## src/rtl/unique0_dr.sv

```systemverilog
// JTAG data-register bank: captures, shifts and updates the DR selected by the
// decoded instruction, and drives the IC reset selects and AXI request descriptor.

package jtag_pkg;

   localparam int ADDR_AXI_WIDTH = 32;
   localparam int DATA_AXI_WIDTH = 32;
   localparam int DR_MAX_WIDTH   = 32;

   typedef enum logic [3:0] {
      TEST_LOGIC_RESET,
      RUN_TEST_IDLE,
      SELECT_DR,
      CAPTURE_DR,
      SHIFT_DR,
      EXIT1_DR,
      PAUSE_DR,
      EXIT2_DR,
      UPDATE_DR,
      SELECT_IR,
      CAPTURE_IR,
      SHIFT_IR,
      EXIT1_IR,
      PAUSE_IR,
      EXIT2_IR,
      UPDATE_IR
   } tap_ctrl_fsm_t;

   typedef enum logic [2:0] {
      BYPASS,
      IDCODE,
      SAMPLE_PRELOAD,
      IC_RESET,
      ADDR_AXI_REGISTER,
      DATA_AXI_REGISTER,
      MGMT_AXI_REGISTER,
      EXTEST
   } ir_decoding_t;

   typedef struct packed {
      logic [2:0] size;
      logic       write;
   } s_axi_jtag_mgmt_t;

   localparam int MGMT_WIDTH = $bits(s_axi_jtag_mgmt_t);

   typedef struct packed {
      logic [ADDR_AXI_WIDTH-1:0] addr;
      logic [DATA_AXI_WIDTH-1:0] data;
      s_axi_jtag_mgmt_t          mgmt;
   } s_axi_jtag_t;

endpackage

module unique0_dr
   import jtag_pkg::*;
#(
   parameter logic [31:0] IDCODE_VAL   = 32'h0000_010F,
   parameter int          IC_RST_WIDTH = 4
) (
   input  logic                    tck,
   input  logic                    trst,
   input  logic                    tdi,
   output logic                    tdo,
   input  tap_ctrl_fsm_t           tap_state,
   input  ir_decoding_t            ir_dec,
   output logic [IC_RST_WIDTH-1:0] ic_rst,
   output s_axi_jtag_t             axi_info,
   output logic                    axi_update
);

   if (IC_RST_WIDTH < 1 || IC_RST_WIDTH > DR_MAX_WIDTH) begin : g_badIcRstWidth
      $error("unique0_dr: IC_RST_WIDTH must be between 1 and DR_MAX_WIDTH");
   end

   logic                    bypass_q, bypass_d;
   logic [31:0]             idcode_q, idcode_d;
   logic [DR_MAX_WIDTH-1:0] sr_q, sr_d;
   logic [IC_RST_WIDTH-1:0] ic_rst_q, ic_rst_d;
   s_axi_jtag_t             axi_q, axi_d;
   logic                    axi_update_q, axi_update_d;

   // Only bit 0 of each register ever reaches TDO, so only that bit is shadowed.
   logic bypass_sh_q, idcode_sh_q, sr_sh_q;

   function automatic logic [DR_MAX_WIDTH-1:0] shiftWindow(
      input logic [DR_MAX_WIDTH-1:0] sr,
      input logic                    din,
      input int                      w
   );
      logic [DR_MAX_WIDTH-1:0] shr;
      logic [DR_MAX_WIDTH-1:0] res;
      shr = sr >> 1;
      res = sr;
      for (int i = 0; i < DR_MAX_WIDTH; i++) begin
         if (i < w - 1) begin
            res[i] = shr[i];
         end else if (i == w - 1) begin
            res[i] = din;
         end
      end
      return res;
   endfunction

   function automatic logic [DR_MAX_WIDTH-1:0] loadWindow(
      input logic [DR_MAX_WIDTH-1:0] sr,
      input logic [DR_MAX_WIDTH-1:0] val,
      input int                      w
   );
      logic [DR_MAX_WIDTH-1:0] res;
      res = sr;
      for (int i = 0; i < DR_MAX_WIDTH; i++) begin
         if (i < w) begin
            res[i] = val[i];
         end
      end
      return res;
   endfunction

   always_comb begin
      bypass_d     = bypass_q;
      idcode_d     = idcode_q;
      sr_d         = sr_q;
      ic_rst_d     = ic_rst_q;
      axi_d        = axi_q;
      axi_update_d = 1'b0;
      case (ir_dec)
         BYPASS: begin
            if (tap_state == CAPTURE_DR) begin
               bypass_d = 1'b0;
            end else if (tap_state == SHIFT_DR) begin
               bypass_d = tdi;
            end
         end
         IDCODE: begin
            if (tap_state == CAPTURE_DR) begin
               idcode_d = IDCODE_VAL;
            end else if (tap_state == SHIFT_DR) begin
               idcode_d = {tdi, idcode_q[31:1]};
            end
         end
         SAMPLE_PRELOAD: begin
            if (tap_state == CAPTURE_DR) begin
               sr_d = '0;
            end else if (tap_state == SHIFT_DR) begin
               sr_d = {tdi, sr_q[DR_MAX_WIDTH-1:1]};
            end
         end
         IC_RESET: begin
            if (tap_state == CAPTURE_DR) begin
               sr_d = loadWindow(sr_q, DR_MAX_WIDTH'(ic_rst_q), IC_RST_WIDTH);
            end else if (tap_state == SHIFT_DR) begin
               sr_d = shiftWindow(sr_q, tdi, IC_RST_WIDTH);
            end else if (tap_state == UPDATE_DR) begin
               ic_rst_d = sr_q[IC_RST_WIDTH-1:0];
            end
         end
         ADDR_AXI_REGISTER: begin
            if (tap_state == CAPTURE_DR) begin
               sr_d = loadWindow(sr_q, DR_MAX_WIDTH'(axi_q.addr), ADDR_AXI_WIDTH);
            end else if (tap_state == SHIFT_DR) begin
               sr_d = shiftWindow(sr_q, tdi, ADDR_AXI_WIDTH);
            end else if (tap_state == UPDATE_DR) begin
               axi_d.addr = sr_q[ADDR_AXI_WIDTH-1:0];
            end
         end
         DATA_AXI_REGISTER: begin
            if (tap_state == CAPTURE_DR) begin
               sr_d = loadWindow(sr_q, DR_MAX_WIDTH'(axi_q.data), DATA_AXI_WIDTH);
            end else if (tap_state == SHIFT_DR) begin
               sr_d = shiftWindow(sr_q, tdi, DATA_AXI_WIDTH);
            end else if (tap_state == UPDATE_DR) begin
               axi_d.data = sr_q[DATA_AXI_WIDTH-1:0];
            end
         end
         MGMT_AXI_REGISTER: begin
            // A management update is what launches the AXI request, hence the strobe.
            if (tap_state == CAPTURE_DR) begin
               sr_d = loadWindow(sr_q, DR_MAX_WIDTH'(axi_q.mgmt), MGMT_WIDTH);
            end else if (tap_state == SHIFT_DR) begin
               sr_d = shiftWindow(sr_q, tdi, MGMT_WIDTH);
            end else if (tap_state == UPDATE_DR) begin
               axi_d.mgmt   = s_axi_jtag_mgmt_t'(sr_q[MGMT_WIDTH-1:0]);
               axi_update_d = 1'b1;
            end
         end
         default: ;
      endcase
   end

   always_ff @(posedge tck or posedge trst) begin
      if (trst) begin
         bypass_q     <= 1'b0;
         idcode_q     <= '0;
         sr_q         <= '0;
         ic_rst_q     <= '0;
         axi_q        <= '0;
         axi_update_q <= 1'b0;
      end else begin
         bypass_q     <= bypass_d;
         idcode_q     <= idcode_d;
         sr_q         <= sr_d;
         ic_rst_q     <= ic_rst_d;
         axi_q        <= axi_d;
         axi_update_q <= axi_update_d;
      end
   end

   always_ff @(negedge tck or posedge trst) begin
      if (trst) begin
         bypass_sh_q <= 1'b0;
         idcode_sh_q <= 1'b0;
         sr_sh_q     <= 1'b0;
      end else begin
         bypass_sh_q <= bypass_q;
         idcode_sh_q <= idcode_q[0];
         sr_sh_q     <= sr_q[0];
      end
   end

   always_comb begin
      tdo = 1'b0;
      if (tap_state == SHIFT_DR) begin
         case (ir_dec)
            BYPASS:            tdo = bypass_sh_q;
            IDCODE:            tdo = idcode_sh_q;
            SAMPLE_PRELOAD,
            IC_RESET,
            ADDR_AXI_REGISTER,
            DATA_AXI_REGISTER,
            MGMT_AXI_REGISTER: tdo = sr_sh_q;
            default:           tdo = 1'b0;
         endcase
      end
   end

   assign ic_rst     = ic_rst_q;
   assign axi_info   = axi_q;
   assign axi_update = axi_update_q;

endmodule

```

## config.mk

```make
export PLATFORM = sky130hd
export DESIGN_NAME = unique0_dr
export DESIGN_NICKNAME = d
export VERILOG_FILES = /design/src/rtl/unique0_dr.sv
export SDC_FILE = /design/constraint.sdc
export NUM_CORES = 1
export LEC_CHECK = 0
export ABC_AREA = 1
export ABC_CLOCK_PERIOD_IN_PS = 5550
export CAP_MARGIN = 5
export CELL_PAD_IN_SITES_DETAIL_PLACEMENT = 0
export CELL_PAD_IN_SITES_GLOBAL_PLACEMENT = 1
export CORE_AREA = 2 2 134 136
export DETAILED_ROUTE_END_ITERATION = 8
export DIE_AREA = 0 0 136 138
export GPL_TIMING_DRIVEN = 0
export PLACE_DENSITY = 0.73
export SLEW_MARGIN = 10
export SYNTH_ARGS = -nofsm -noshare
export SYNTH_HDL_FRONTEND = slang
export SYNTH_SLANG_ARGS = --single-unit
export TNS_END_PERCENT = 100
```

## constraint.sdc

```tcl
create_clock -name tck -period 5.55 [get_ports tck]
set_clock_uncertainty 0.05 [all_clocks]
set_input_delay 1.11 -clock tck [delete_from_list [all_inputs] [get_ports tck]]
set_output_delay 1.11 -clock tck [all_outputs]
set_load 0.005 [all_outputs]
```

==> run metrics, run 1 <==
most common cell after layout, fill and taps aside=nand2_1; P&R area growth vs syn=26.3%; library cells used by synthesis=27; Setup crit end kind=output pin; Mapped Nets=roughly 860; Port Buf Inserts=81; Sink Count=141; vias in the first global route=approximately 5700; clock root cell=clkbuf_16; yosys warns=0; Initial DRC Count=between 300 and 400; max_cap viols=0; Reg2Reg Setup Slack=approximately 2.1 ns; total CTS buffers=17; most frequent cells in the layout=nand2_1, dfrtp_1, inv_1, nand3_1, clkdlybuf4s50_1; worst hold slack=0.440 ns; Worst R2R Start=sr_q[0]$_DFFE_PP0P_; I/O pin count=84; wire per inst=15.9 um; Clock power frac=0.369; die extent in x=136 um; starting density of the core=0.390; number of cells on the worst reg-to-reg path=0; Vias=5884; Die ar.=18800 sq um; gr ovfl total=0; hold crit path type=reg2reg; clock latency on the worst-skew pair=0.42 ns; Post-DP HPWL=13400 um; CTS max path bufs=2; power density over the cells=376 nW/um^2; site row count=between 40 and 50; Layout Nets=967; Max IR drop VDD=0.000223 V; DRC Markers=0; diode count=0; Least-Margin Pin Slew=0.853 ns; Slew Limit Fails=0; # setup viols final=0; Crit Path Max Fanout=1; mapped cell area=6850 sq um; reg-to-reg critical path endpoint=sr_sh_q$_DFF_NP0_; Setup Fix Bufs, Post-CTS=0; Die Y=138 um; Core ar.=roughly 18000 sq um; first-pass GRT wire length=~31000 um; Switch Pwr=0.933 mW; share of layout cells above drive strength 1=0.109; register area share after synthesis=0.515; Routed WL=19000 um; CP Launch Point=idcode_sh_q$_DFF_NP0_; P_int=2.32 mW; Via density=4.91; RePlAce Congestion=0.770; status=completed; Sw Ratio=0.287; Setup TNS=0 ns; Synth Register Bits=~140; final antenna-violating net count=0; Tot GR Track Use=0.215; Critical Path Sink=tdo; sequential share of power=0.429; crit path kind=reg2out; final core utilization=0.493; Worst-path clk slew=about 0.050 ns; CTS tree=built; leakage power=about 4.3 nW; Req. time, crit path=4.39 ns; Synth Area per Inst=8.02 sq um; deepest level of the CTS H-tree=4; WP data arrival=4.13 ns; pin count of the biggest net entering global routing=33; relative max-transition margin=0.432; Hold Fails Final Rpt=0; drt first pass iters=5; RSZ-0062 raised after global routing=false; type of origin of the critical path=register; Comb pwr share=0.202; post-synthesis instance total=853; antenna violations before repair=0
==> registers in the layout, summed over array words and instances, names as in the netlist <==
signal	cells
axi_info	68
axi_update	1
bypass_q	1
bypass_sh_q	1
ic_rst	4
idcode_q	32
idcode_sh_q	1
sr_q	32
sr_sh_q	1
==> cell usage after synthesis, drive strengths merged <==
cell	n	area [sq um]
a21o	1	7.51
a21oi	7	46.3
a31oi	1	6.26
buf	35	230
clkbuf	21	78.8
clkinv	1	3.75
dfrtn	3	75.1
dfrtp	138	3450
inv	100	375
nand2	274	1050
nand3	102	616
nand4	35	219
nor2	26	136
o21ai	106	531
or2	3	18.8
==> critical path, stage by stage (launching register included) <==
cell and delay (ns):
dfrtn_1 0.38, nand4_1 0.10, a31oi_1 0.21, dlygate4sd2_1 0.27
==> cells by family (layout without fill, tap and decap cells) <==
kind of cell,Yosys count,in the layout,share of synthesized area
and+or+nand+nor,440,440,0.298
DFF,141,141,0.515
AOI/OAI and AO/OA,115,115,0.0863
buffers and inverters,157,273,0.101
==> per-stage QoR <==
| stage | instance area [sq um] | power [mW] | std cells | setup WS, ns |
|---|---|---|---|---|
| after detailed placement | 8030 | 2.08 | 1167 | 0.383 |
| after global placement | 7950 | 2.06 | 1163 | -1.34 |
| after global routing | 8650 | 3.45 | 1198 | 0.179 |
| after floorplan | 6850 | 1.75 | 853 | -0.0391 |
| after CTS | 8650 | 3.29 | 1198 | 0.254 |
| final | 8650 | 3.25 | 1198 | 0.260 |
==> power by group through the flow <==
stage	Clock, mW	Combinational, mW	Sequential [mW]
3_5_place_dp	0	0.664	1.41
4_1_cts	1.22	0.668	1.40
5_1_grt	1.27	0.754	1.43
2_1_floorplan	0	0.370	1.38
6_report	1.20	0.659	1.40
3_3_place_gp	0	0.646	1.41
==> final cells by class <==
cell class                      instances  area, sq um
Buffer                                 56          309
Clock inverter                         11          168
Multi-Input combinational cell        555         2630
Inverter                              101          383
Tap cell                              229          287
Clock buffer                           20          447
Timing Repair Buffer                   85          897
Fill cell                            1756         8890
Sequential cell                       141         3530
==> worst min path at each step <==
stage                                        start                        to  slack (ns)  cells after the start
after floorplan               bypass_q$_DFFE_PP0P_      bypass_q$_DFFE_PP0P_        0.40                      2
after global placement        bypass_q$_DFFE_PP0P_      bypass_q$_DFFE_PP0P_        0.42                      2
after detailed placement      bypass_q$_DFFE_PP0P_      bypass_q$_DFFE_PP0P_        0.43                      2
after CTS                     bypass_q$_DFFE_PP0P_      bypass_q$_DFFE_PP0P_        0.44                      2
after global routing      idcode_q[25]$_DFFE_PP0P_  idcode_q[24]$_DFFE_PP0P_        0.49                      2
final                         bypass_q$_DFFE_PP0P_      bypass_q$_DFFE_PP0P_        0.44                      2
==> timing repair <==
item	4_1_cts	5_1_grt
hold endpoints to repair	0	0
setup endpoints to repair	1	0
hold buffers	0	0
gates resized for setup	1	0
==> per-layer routing <==
layer / global-route usage / wire length, um / vias up
met5: 0 / 0 / -
met4: 0.0576 / 250 / 0
met3: 0.0418 / 811 / 18
met2: 0.339 / 9060 / 129
met1: 0.303 / 8880 / 2794
li1: - / - / 2943
Power figures use the tool's default switching activity.
==> run 2, diff against run 1 <==
--- a/config.mk
+++ b/config.mk
@@ -7,12 +7,12 @@
 export LEC_CHECK = 0
 export ABC_AREA = 1
 export ABC_CLOCK_PERIOD_IN_PS = 5550
-export CAP_MARGIN = 5
 export CELL_PAD_IN_SITES_DETAIL_PLACEMENT = 0
 export CELL_PAD_IN_SITES_GLOBAL_PLACEMENT = 1
 export CORE_AREA = 2 2 134 136
 export DETAILED_ROUTE_END_ITERATION = 8
 export DIE_AREA = 0 0 136 138
+export GPL_ROUTABILITY_DRIVEN = 0
 export GPL_TIMING_DRIVEN = 0
 export PLACE_DENSITY = 0.73
 export SLEW_MARGIN = 10
==> results of run 2 <==
Final layout, timing and power as in run 1 (identical DEF).
==> run 3, diff against run 2 <==
--- a/config.mk
+++ b/config.mk
@@ -15,6 +15,7 @@
 export GPL_ROUTABILITY_DRIVEN = 0
 export GPL_TIMING_DRIVEN = 0
 export PLACE_DENSITY = 0.73
+export SKIP_CTS_REPAIR_TIMING = 1
 export SLEW_MARGIN = 10
 export SYNTH_ARGS = -nofsm -noshare
 export SYNTH_HDL_FRONTEND = slang
==> run 3 against run 2 <==
Via count is 0.42% higher. Critical path depth stayed put. Worst hold slack worse by 0.0034 ns. Critical path type unchanged. Critical endpoint unchanged. Highest routed layer unchanged.
==> run metrics, run 3 (synthesis gave the netlist of run 1 again) <==
sequential share of power=0.429; share of layout cells above drive strength 1=0.110; Max IR drop VDD=0.000222 V; Worst Slack Setup Final=0.336 ns; min-delay src=bypass_q$_DFFE_PP0P_; Core ar.=17500 sq um; clock root cell=clkbuf_16; starting density of the core=0.390; Clock power frac=0.368; Layout Nets=a little under 1000; antenna violations before repair=0; diode count=0; deepest level of the CTS H-tree=4; Worst R2R Start=sr_q[0]$_DFFE_PP0P_; Slew Limit Fails=0; most common cell after layout, fill and taps aside=nand2_1; Hold Fails Final Rpt=0; CP Launch Point=idcode_sh_q$_DFF_NP0_; Tot GR Track Use=0.215; DRC Markers=0; crit path kind=reg2out; die extent in x=136 um; site row count=49; first-pass GRT wire length=31200 um; Initial DRC Count=355; gr ovfl total=0; leakage power=4.27 nW; P&R area growth vs syn=26.5%; power density over the cells=376 nW/um^2; CTS max path bufs=2; clock latency on the worst-skew pair=0.42 ns; Die ar.=between 15000 and 20000 sq um; most frequent cells in the layout=nand2_1, dfrtp_1, inv_1, nand3_1, clkdlybuf4s50_1; CTS tree=built; Crit Path Max Fanout=1; Slowest Stage Delay on Critical Path=0.38 ns; total CTS buffers=17; hold crit path type=reg2reg; final core utilization=0.494; type of origin of the critical path=register; vias in the first global route=5715; Req. time, crit path=4.39 ns; Routed WL=19000 um; Post-DP HPWL=13400 um; pin count of the biggest net entering global routing=33; max FFs per register=68; Sink Count=141; Vias=5909; status=completed; WP data arrival=about 4.1 ns; RSZ-0062 raised after global routing=false; wire per inst=15.9 um; Switch Pwr=0.932 mW; relative max-transition margin=0.427; Port Buf Inserts=81; max_cap viols=0; I/O pin count=84; Post-Place Worst Slack=0.383 ns; Worst-path clk slew=0.05 ns; Least-Margin Pin Slew=~0.86 ns; drt first pass iters=6; Comb pwr share=0.203; Setup crit end kind=output pin; Filler cells=1757; P_int=approximately 2.3 mW; Die Y=138 um; CP max stage cell=dfrtn_1; Via density=between 4 and 5; Sw Ratio=0.287; # setup viols final=0; worst-path cell chain=nand4_1, a31oi_2, dlymetal6s2s_1; final antenna-violating net count=0
## run 3: cell type report
| cell class | instances | area (sq um) | area share |
|---|---|---|---|
| Tap cell | 229 | 287 | 0.0331 |
| Sequential cell | 141 | 3530 | 0.408 |
| Inverter | 101 | 383 | 0.0442 |
| Clock inverter | 11 | 168 | 0.0194 |
| Timing Repair Buffer | 85 | 901 | 0.104 |
| Clock buffer | 20 | 447 | 0.0516 |
| Buffer | 56 | 309 | 0.0357 |
| Multi-Input combinational cell | 555 | 2640 | 0.304 |
## run 3: critical path: cells and delay by family, from the launching register on
| kind | cells | cell delay [ns] |
|---|---|---|
| flip-flops | 1 | 0.38 |
| AO/OA/AOI/OAI | 1 | 0.21 |
| AND/OR/NAND/NOR | 1 | 0.13 |
| buffers and inverters | 1 | 0.16 |
## run 3: power by group through the flow
stage | Combinational (mW) | Sequential, mW | Clock, mW
2_1_floorplan | 0.370 | 1.38 | 0
3_3_place_gp | 0.646 | 1.41 | 0
3_5_place_dp | 0.664 | 1.41 | 0
4_1_cts | 0.668 | 1.40 | 1.22
5_1_grt | 0.754 | 1.43 | 1.27
6_report | 0.659 | 1.39 | 1.20
## run 3: per-stage QoR
stage | TNS, ns | hold WS (ns) | area [sq um] | total power [mW] | cells
floorplan | -0.117 | 0.401 | 6850 | 1.75 | 853
global placement | -4.00 | 0.417 | 7950 | 2.06 | 1163
detailed placement | 0 | 0.426 | 8030 | 2.08 | 1167
CTS | -0.0623 | 0.440 | 8650 | 3.29 | 1198
global route | 0 | 0.487 | 8660 | 3.45 | 1198
finish | 0 | 0.437 | 8660 | 3.25 | 1198
## run 3: worst paths after layout
check / endpoint / slack [ns] / cells after the start
setup / recovery: tdo / 0.34 / 3
hold / removal: bypass_q$_DFFE_PP0P_ / 0.44 / 2
setup reg to reg: sr_sh_q$_DFF_NP0_ / 2.12 / 0
hold reg to reg: bypass_q$_DFFE_PP0P_ / 0.44 / 2
max in group asynchronous: bypass_sh_q$_DFF_NP0_ / 1.00 / 3
min in group asynchronous: ic_rst[0]$_DFFE_PP0P_ / 1.12 / 2
## run 3: metal layers
layer / GRT usage / wire (um) / vias to the layer above
met2: 0.339 / 9100 / 134
li1: - / - / 2940
met1: 0.303 / 8820 / 2819
met5: 0 / 0 / -
met3: 0.0418 / 854 / 16
met4: 0.0576 / 237 / 0
